### src/rtl/ifu_fetch_ctrl.sv
`default_nettype none
// +--------------------------------------------------------------------------+
// | Module   : ifu_fetch_ctrl                                                |
// | Purpose  : IFU fetch sequencer. Owns the architectural PC, issues one    |
// |            instruction-memory request at a time (valid/ready request,    |
// |            valid-only response), hands each instruction to the IDU over  |
// |            valid/ready, and applies EXU branch/jump redirects, squashing |
// |            any wrong-path fetch still in flight.                         |
// | Ports    : clk, rst (async, active-high)                                 |
// |            be, dnpc_i                      - redirect from EXU           |
// |            imem_req_valid/ready/addr       - fetch request channel       |
// |            imem_rsp_valid/data             - fetch response channel      |
// |            inst_valid/ready, inst_o, pc_o  - instruction to IDU          |
// |            fetch_misalign                  - only with the option below  |
// | Options  : IFU_MISALIGN_TRAP_EN - a redirect to a non word-aligned       |
// |            target raises sticky fetch_misalign and parks the fetcher in  |
// |            IDLE until reset. Without it, dnpc_i[1:0] is forced to zero.  |
// | Revision : 1.0 - initial release                                         |
// +--------------------------------------------------------------------------+
module ifu_fetch_ctrl #(
  parameter int                ADDR_W   = 32,
  parameter int                INST_W   = 32,
  parameter logic [ADDR_W-1:0] RESET_PC = 32'h8000_0000
) (
  input  logic              clk,
  input  logic              rst,
  input  logic              be,
  input  logic [ADDR_W-1:0] dnpc_i,
  output logic              imem_req_valid,
  input  logic              imem_req_ready,
  output logic [ADDR_W-1:0] imem_req_addr,
  input  logic              imem_rsp_valid,
  input  logic [INST_W-1:0] imem_rsp_data,
  output logic              inst_valid,
  input  logic              inst_ready,
  output logic [INST_W-1:0] inst_o,
`ifdef IFU_MISALIGN_TRAP_EN
  output logic              fetch_misalign,
`endif
  output logic [ADDR_W-1:0] pc_o
);

  localparam logic [ADDR_W-1:0] c_PC_STEP    = ADDR_W'(4);
  localparam logic [ADDR_W-1:0] c_ALIGN_MASK = ~(ADDR_W'(3));

  typedef enum logic [1:0] {
    S_IDLE = 2'd0,
    S_REQ  = 2'd1,
    S_WAIT = 2'd2,
    S_HOLD = 2'd3
  } state_t;

  state_t            r_state;
  logic [ADDR_W-1:0] r_pc;
  // Address of the request on the bus. Kept apart from r_pc because a
  // redirect during an unaccepted request must not move the bus address.
  logic [ADDR_W-1:0] r_req_addr;
  logic              r_stale;
  logic              r_req_valid;
  logic              r_inst_valid;
  logic [INST_W-1:0] r_inst;
  logic [ADDR_W-1:0] r_pc_o;

  state_t            w_state_nxt;
  logic [ADDR_W-1:0] w_pc_nxt;
  logic [ADDR_W-1:0] w_req_addr_nxt;
  logic              w_stale_nxt;
  logic              w_latch;
  logic              w_misalign;
  logic              w_redirect;
  logic              w_trap;
  logic [ADDR_W-1:0] w_redirect_pc;
  logic [ADDR_W-1:0] w_pc_inc;

`ifdef IFU_MISALIGN_TRAP_EN
  logic r_trap;
  assign w_misalign     = be && (r_state != S_IDLE) && (dnpc_i[1:0] != 2'b00);
  assign w_redirect_pc  = dnpc_i;
  assign w_trap         = r_trap;
  assign fetch_misalign = r_trap;

  always_ff @(posedge clk or posedge rst) begin
    if (rst) r_trap <= 1'b0;
    else     r_trap <= r_trap | w_misalign;
  end
`else
  assign w_misalign    = 1'b0;
  assign w_redirect_pc = dnpc_i & c_ALIGN_MASK;
  assign w_trap        = 1'b0;
`endif

  // be is meaningless in IDLE; a trapping redirect is not a redirect.
  assign w_redirect = be && (r_state != S_IDLE) && !w_misalign;
  assign w_pc_inc   = r_pc + c_PC_STEP;

  always_comb begin
    w_state_nxt    = r_state;
    w_pc_nxt       = r_pc;
    w_req_addr_nxt = r_req_addr;
    w_stale_nxt    = r_stale;
    w_latch        = 1'b0;
    case (r_state)
      S_IDLE: begin
        if (!w_trap) begin
          w_state_nxt    = S_REQ;
          w_req_addr_nxt = r_pc;
        end
      end
      S_REQ: begin
        if (imem_req_ready) w_state_nxt = S_WAIT;
        // The outstanding (or just accepted) request is now wrong-path:
        // let it complete on the bus and drop its response.
        if (w_redirect) begin
          w_stale_nxt = 1'b1;
          w_pc_nxt    = w_redirect_pc;
        end
      end
      S_WAIT: begin
        if (w_redirect) w_pc_nxt = w_redirect_pc;
        if (imem_rsp_valid) begin
          if (r_stale || w_redirect) begin
            // Response consumed and discarded; nothing remains in flight.
            w_state_nxt    = S_REQ;
            w_stale_nxt    = 1'b0;
            w_req_addr_nxt = w_redirect ? w_redirect_pc : r_pc;
          end else begin
            w_state_nxt = S_HOLD;
            w_latch     = 1'b1;
          end
        end else if (w_redirect) begin
          w_stale_nxt = 1'b1;
        end
      end
      S_HOLD: begin
        // Redirect beats inst_ready: the held instruction is treated as
        // consumed but the sequential +4 is not applied.
        if (w_redirect) begin
          w_state_nxt    = S_REQ;
          w_pc_nxt       = w_redirect_pc;
          w_req_addr_nxt = w_redirect_pc;
        end else if (inst_ready) begin
          w_state_nxt    = S_REQ;
          w_pc_nxt       = w_pc_inc;
          w_req_addr_nxt = w_pc_inc;
        end
      end
      default: w_state_nxt = S_IDLE;
    endcase
    if (w_misalign) begin
      w_state_nxt = S_IDLE;
      w_pc_nxt    = r_pc;
      w_stale_nxt = 1'b0;
      w_latch     = 1'b0;
    end
  end

  always_ff @(posedge clk or posedge rst) begin
    if (rst) begin
      r_state      <= S_IDLE;
      r_pc         <= RESET_PC;
      r_req_addr   <= RESET_PC;
      r_stale      <= 1'b0;
      r_req_valid  <= 1'b0;
      r_inst_valid <= 1'b0;
      r_inst       <= '0;
      r_pc_o       <= RESET_PC;
    end else begin
      r_state      <= w_state_nxt;
      r_pc         <= w_pc_nxt;
      r_req_addr   <= w_req_addr_nxt;
      r_stale      <= w_stale_nxt;
      r_req_valid  <= (w_state_nxt == S_REQ);
      r_inst_valid <= (w_state_nxt == S_HOLD) && !w_stale_nxt;
      if (w_latch) begin
        r_inst <= imem_rsp_data;
        r_pc_o <= r_pc;
      end
    end
  end

  assign imem_req_valid = r_req_valid;
  assign imem_req_addr  = r_req_addr;
  assign inst_valid     = r_inst_valid;
  assign inst_o         = r_inst;
  assign pc_o           = r_pc_o;

endmodule
`default_nettype wire

### config.mk
export PLATFORM = sky130hd
export DESIGN_NAME = ifu_fetch_ctrl
export DESIGN_NICKNAME = d
export VERILOG_FILES = /design/src/rtl/ifu_fetch_ctrl.sv
export SDC_FILE = /design/constraint.sdc
export NUM_CORES = 1
export LEC_CHECK = 0
export BUFFER_PORTS_ARGS = -buffer_cell sky130_fd_sc_hd__buf_2
export CORE_MARGIN = 5
export CORE_UTILIZATION = 32
export DETAILED_ROUTE_END_ITERATION = 10
export PLACE_DENSITY_LB_ADDON = 0.15
export SLEW_MARGIN = 0
export SYNTH_ARGS = -nofsm -noshare
export SYNTH_HDL_FRONTEND = slang
export SYNTH_SLANG_ARGS = --single-unit
### constraint.sdc
create_clock -name clk -period 7.2 [get_ports clk]
set_input_delay 0.72 -clock clk [delete_from_list [all_inputs] [get_ports clk]]
set_output_delay 0.72 -clock clk [all_outputs]
set_load 0.01 [all_outputs]
==> summary.md <==
| Metric | Value |
|---|---|
| Max Cap Viol | 0 |
| Final slew viol count | 0 |
| Peak VDD IR | roughly 0.00020 V |
| Area grow syn2layout | 22.2% |
| Dpl ws | 3790 ps |
| Metal2 WL | ~11,000 µm |
| Synth warn | 0 |
| Worst EP arrival | between 3000 and 4000 ps |
| Initial Util | 32.8% |
| Status | finished, final reports clean |
| CTS tree | yes |
| # diodes | 0 |
| Initial antenna violation count | 2 |
| ANT nets after route | 0 |
| Worst path cell trace | inv_1 -> ha_1 -> nand2b_2 -> buf_4 -> a31oi_4 -> o21ai_0 -> a22oi_1 -> o21ai_0 |
| Avg Cell Area, Syn | 10.2 µm² |
| Syn nets | roughly 800 |
| Delay-heaviest family, CP | compound AO/OA/AOI/OAI gates |
| Setup CP Type | reg -> reg |
| TNS Setup | 0 ps |
| Clk sinks | around 130 |
| Final setup fails | 0 |
| Worst Setup End Kind | register |
| Fill cells | between 2,000 and 2,500 |
| Residual DRC count | 0 |
| Hold Buf Count CTS | 0 |
| DR WL/cell | just over 20 µm |
| Share of cells above drive strength 1 | 35.3% |
| Main synth FF type | dfrtp_1 |
| Yosys reg bits | roughly 130 |
| Synth cell types | 68 |
| Post-synth EDFFs | 0 |
| Core area | about 22,000 µm² |
| Clock Root Buffer | clkbuf_16 |
| IO Pins | 168 |
| Reg area | roughly 3300 µm² |
| Synth Cell Area | a little over 7000 µm² |
| Power per standard cell area | 476 nW/µm² |
| DP Area | 8190 µm² |
| Vias in the first global route | roughly 6,300 |
| Pin count of the biggest net entering global routing | a little under 80 |
| Bufs on Longest Clock Path | 2 |
| Worst Path Max Fanout | 70 |
| Metal1 wirelength | approximately 11,000 µm |
| Routability congestion estimate | roughly 0.8 |
| Core Util, Final | 40.0% |
| Post-synthesis sequential area ratio | between 40% and 50% |
| Reg clk slew, reported paths | about 60 ps |
| Worst setup SP type | register |
| Port bufs | about 170 |
| Number of post-CTS setup repair buffers | 0 |
| Final instance area | 8790 µm² |
| Asr flop ratio synth | 100% |
| GR Util All Layers | about 18% |
| Post-route setup slack | about 3800 ps |
| Nets@finish | 913 |
| Die Y | roughly 160 µm |
| Drt total wl | 23,300 µm |
| Die Area | approximately 26,000 µm² |
| Required @ worst endpoint | 7490 ps |
| Final period utilization | 47.5% |
| Row cnt | 54 |
| Hpwl dp | 15,600 µm |
| H-tree depth | 4 |
| DRT iter0 DRCs | between 400 and 500 |
| Leak | approximately 3.9 nW |
| Vias | approximately 6,300 |
| Final hold violations | 0 |
| Clock latency on the worst-skew pair | between 400 and 500 ps |
| Worst path bufs/invs | 2 |
| Total iterations of the first detailed-routing run | 5 |
| Die Span X | 160 µm |
| Clock skew | 7.35 ps |
| Post-cts sizing count | 0 |
| Most frequent CP cell | o21ai_0 |
| First-pass GRT wire length | about 37,000 µm |
| DR vias/cell | about 5.6 |
| Post-Synthesis Cells | between 700 and 800 |
| Tightest Hold Check Type | in -> async |
| Slew Limit Headroom | between 30% and 40% |
| Slowest-stage cell, CP | a31oi_4 |
| Actual slew at the worst max-slew pin | 1020 ps |
| Area of the multi-input gates | 3560 µm² |
| GR Overflow Total | 0 |
| Tmin final | roughly 3400 ps |
| RSZ-0062 raised after global routing | no |
| Largest stage delay, worst path | a little over 900 ps |
| Cts bufs inserted | 17 |
| Met3 wire len | 1800 µm |
| Top Layer Used | met5 |
| Fmax | a little under 0.3 GHz |
-- sequential cells by signal, summed over array words and instances (netlist names) --
register / flops
imem_req_addr: 32
imem_req_valid: 1
inst_o: 32
inst_valid: 1
pc_o: 32
r_pc: 32
r_stale: 1
r_state: 2
-- cells in the final DEF (no fill, tap or decap), drive strengths merged, types with 7 or more instances in the layout --
| cell type | instances |
|---|---|
| nand2 | 50 |
| nor3 | 10 |
| and2 | 7 |
| and3 | 12 |
| ha | 7 |
| dfrtp | 130 |
| a21oi | 45 |
| nand3 | 24 |
| a31oi | 18 |
| nand4 | 17 |
| mux2i | 9 |
| a22o | 12 |
| mux2 | 67 |
| o22ai | 14 |
| clkbuf | 17 |
| a22oi | 7 |
| nor2 | 48 |
| inv | 16 |
| a221oi | 9 |
| buf | 176 |
| o21ai | 36 |
| nor4 | 7 |
-- worst register-to-register path, cell delays in order, from the launching register on --
cell and delay, ps:
dfrtp_1 450, inv_1 110, ha_1 270, nand2b_2 190, buf_4 360, a31oi_4 920, o21ai_0 590, a22oi_1 290
o21ai_0 110
-- cell usage after synthesis, types with 8 or more instances --
library cell / number / share of area [%]
dfrtp_1: 130 / 45
mux2_2: 66 / 10
nand2_1: 50 / 2.6
nor2_1: 48 / 2.5
a21oi_1: 45 / 3.1
buf_2: 33 / 2.3
o21ai_0: 33 / 2.3
clkbuf_1: 20 / 1.0
nand3_1: 20 / 1.4
a31oi_1: 18 / 1.6
nand4_1: 17 / 1.5
o22ai_1: 14 / 1.2
a22o_1: 12 / 1.5
and3_1: 12 / 1.0
a221oi_1: 9 / 1.1
buf_1: 9 / 0.47
inv_1: 9 / 0.47
mux2i_1: 9 / 1.3
nor3_1: 8 / 0.56
-- per-stage QoR --
stage                     instances  hold WS (ps)  power, mW
after floorplan                 707           480       2.65
after global placement         1097           462       3.30
after detailed placement       1097           472       3.32
after CTS                      1129           369       4.23
after global routing           1129           400       4.49
final                          1129           352       4.18
-- layout make-up --
type | count | share of cell area (%)
multi-input cells | 499 | 40.5
flip-flops and latches | 133 | 37.9
repair buffers | 176 | 10.3
clock buffers | 17 | 4.84
well taps | 280 | 3.99
clock inverters | 15 | 1.94
inverters | 9 | 0.441
-- routing by layer --
metal	track usage (%)	vias up
met2	27.8	229
li1	-	2930
met5	0	-
met3	4.95	25
met1	25.3	3100
met4	4.97	4
-- path summary, 6_finish.rpt --
path,end,slack (ps),start,cells past startpoint
worst min register to register,imem_req_addr[1]$_DFFE_PP0P_,480,imem_req_addr[1]$_DFFE_PP0P_,2
min in group clk,imem_req_addr[1]$_DFFE_PP0P_,480,imem_req_addr[1]$_DFFE_PP0P_,2
max in group asynchronous,imem_req_addr[24]$_DFFE_PP0P_,5420,rst,3
worst max-delay path,r_pc[20]$_DFFE_PP0P_,3780,r_state[0]$_DFF_PP0_,8
worst min-delay path,inst_o[9]$_DFFE_PP0P_,350,rst,2
worst max register to register,r_pc[20]$_DFFE_PP0P_,3780,r_state[0]$_DFF_PP0_,8
-- power by group --
group	internal (mW)	switching, mW
Combinational	0.763	1.09
Clock	0.520	0.372
Sequential	1.10	0.340
Total	2.38	1.80
-- cells by family after synthesis --
kind of cell | share of synthesized area (%)
AO/OA/AOI/OAI | 19.9
AND/OR/NAND/NOR | 14.7
flip-flops | 46.3
multiplexers | 11.7
buffers and inverters | 4.75
XOR/XNOR | 1.34
adder cells (fa/ha/maj) | 1.22
Power figures use the tool's default switching activity.
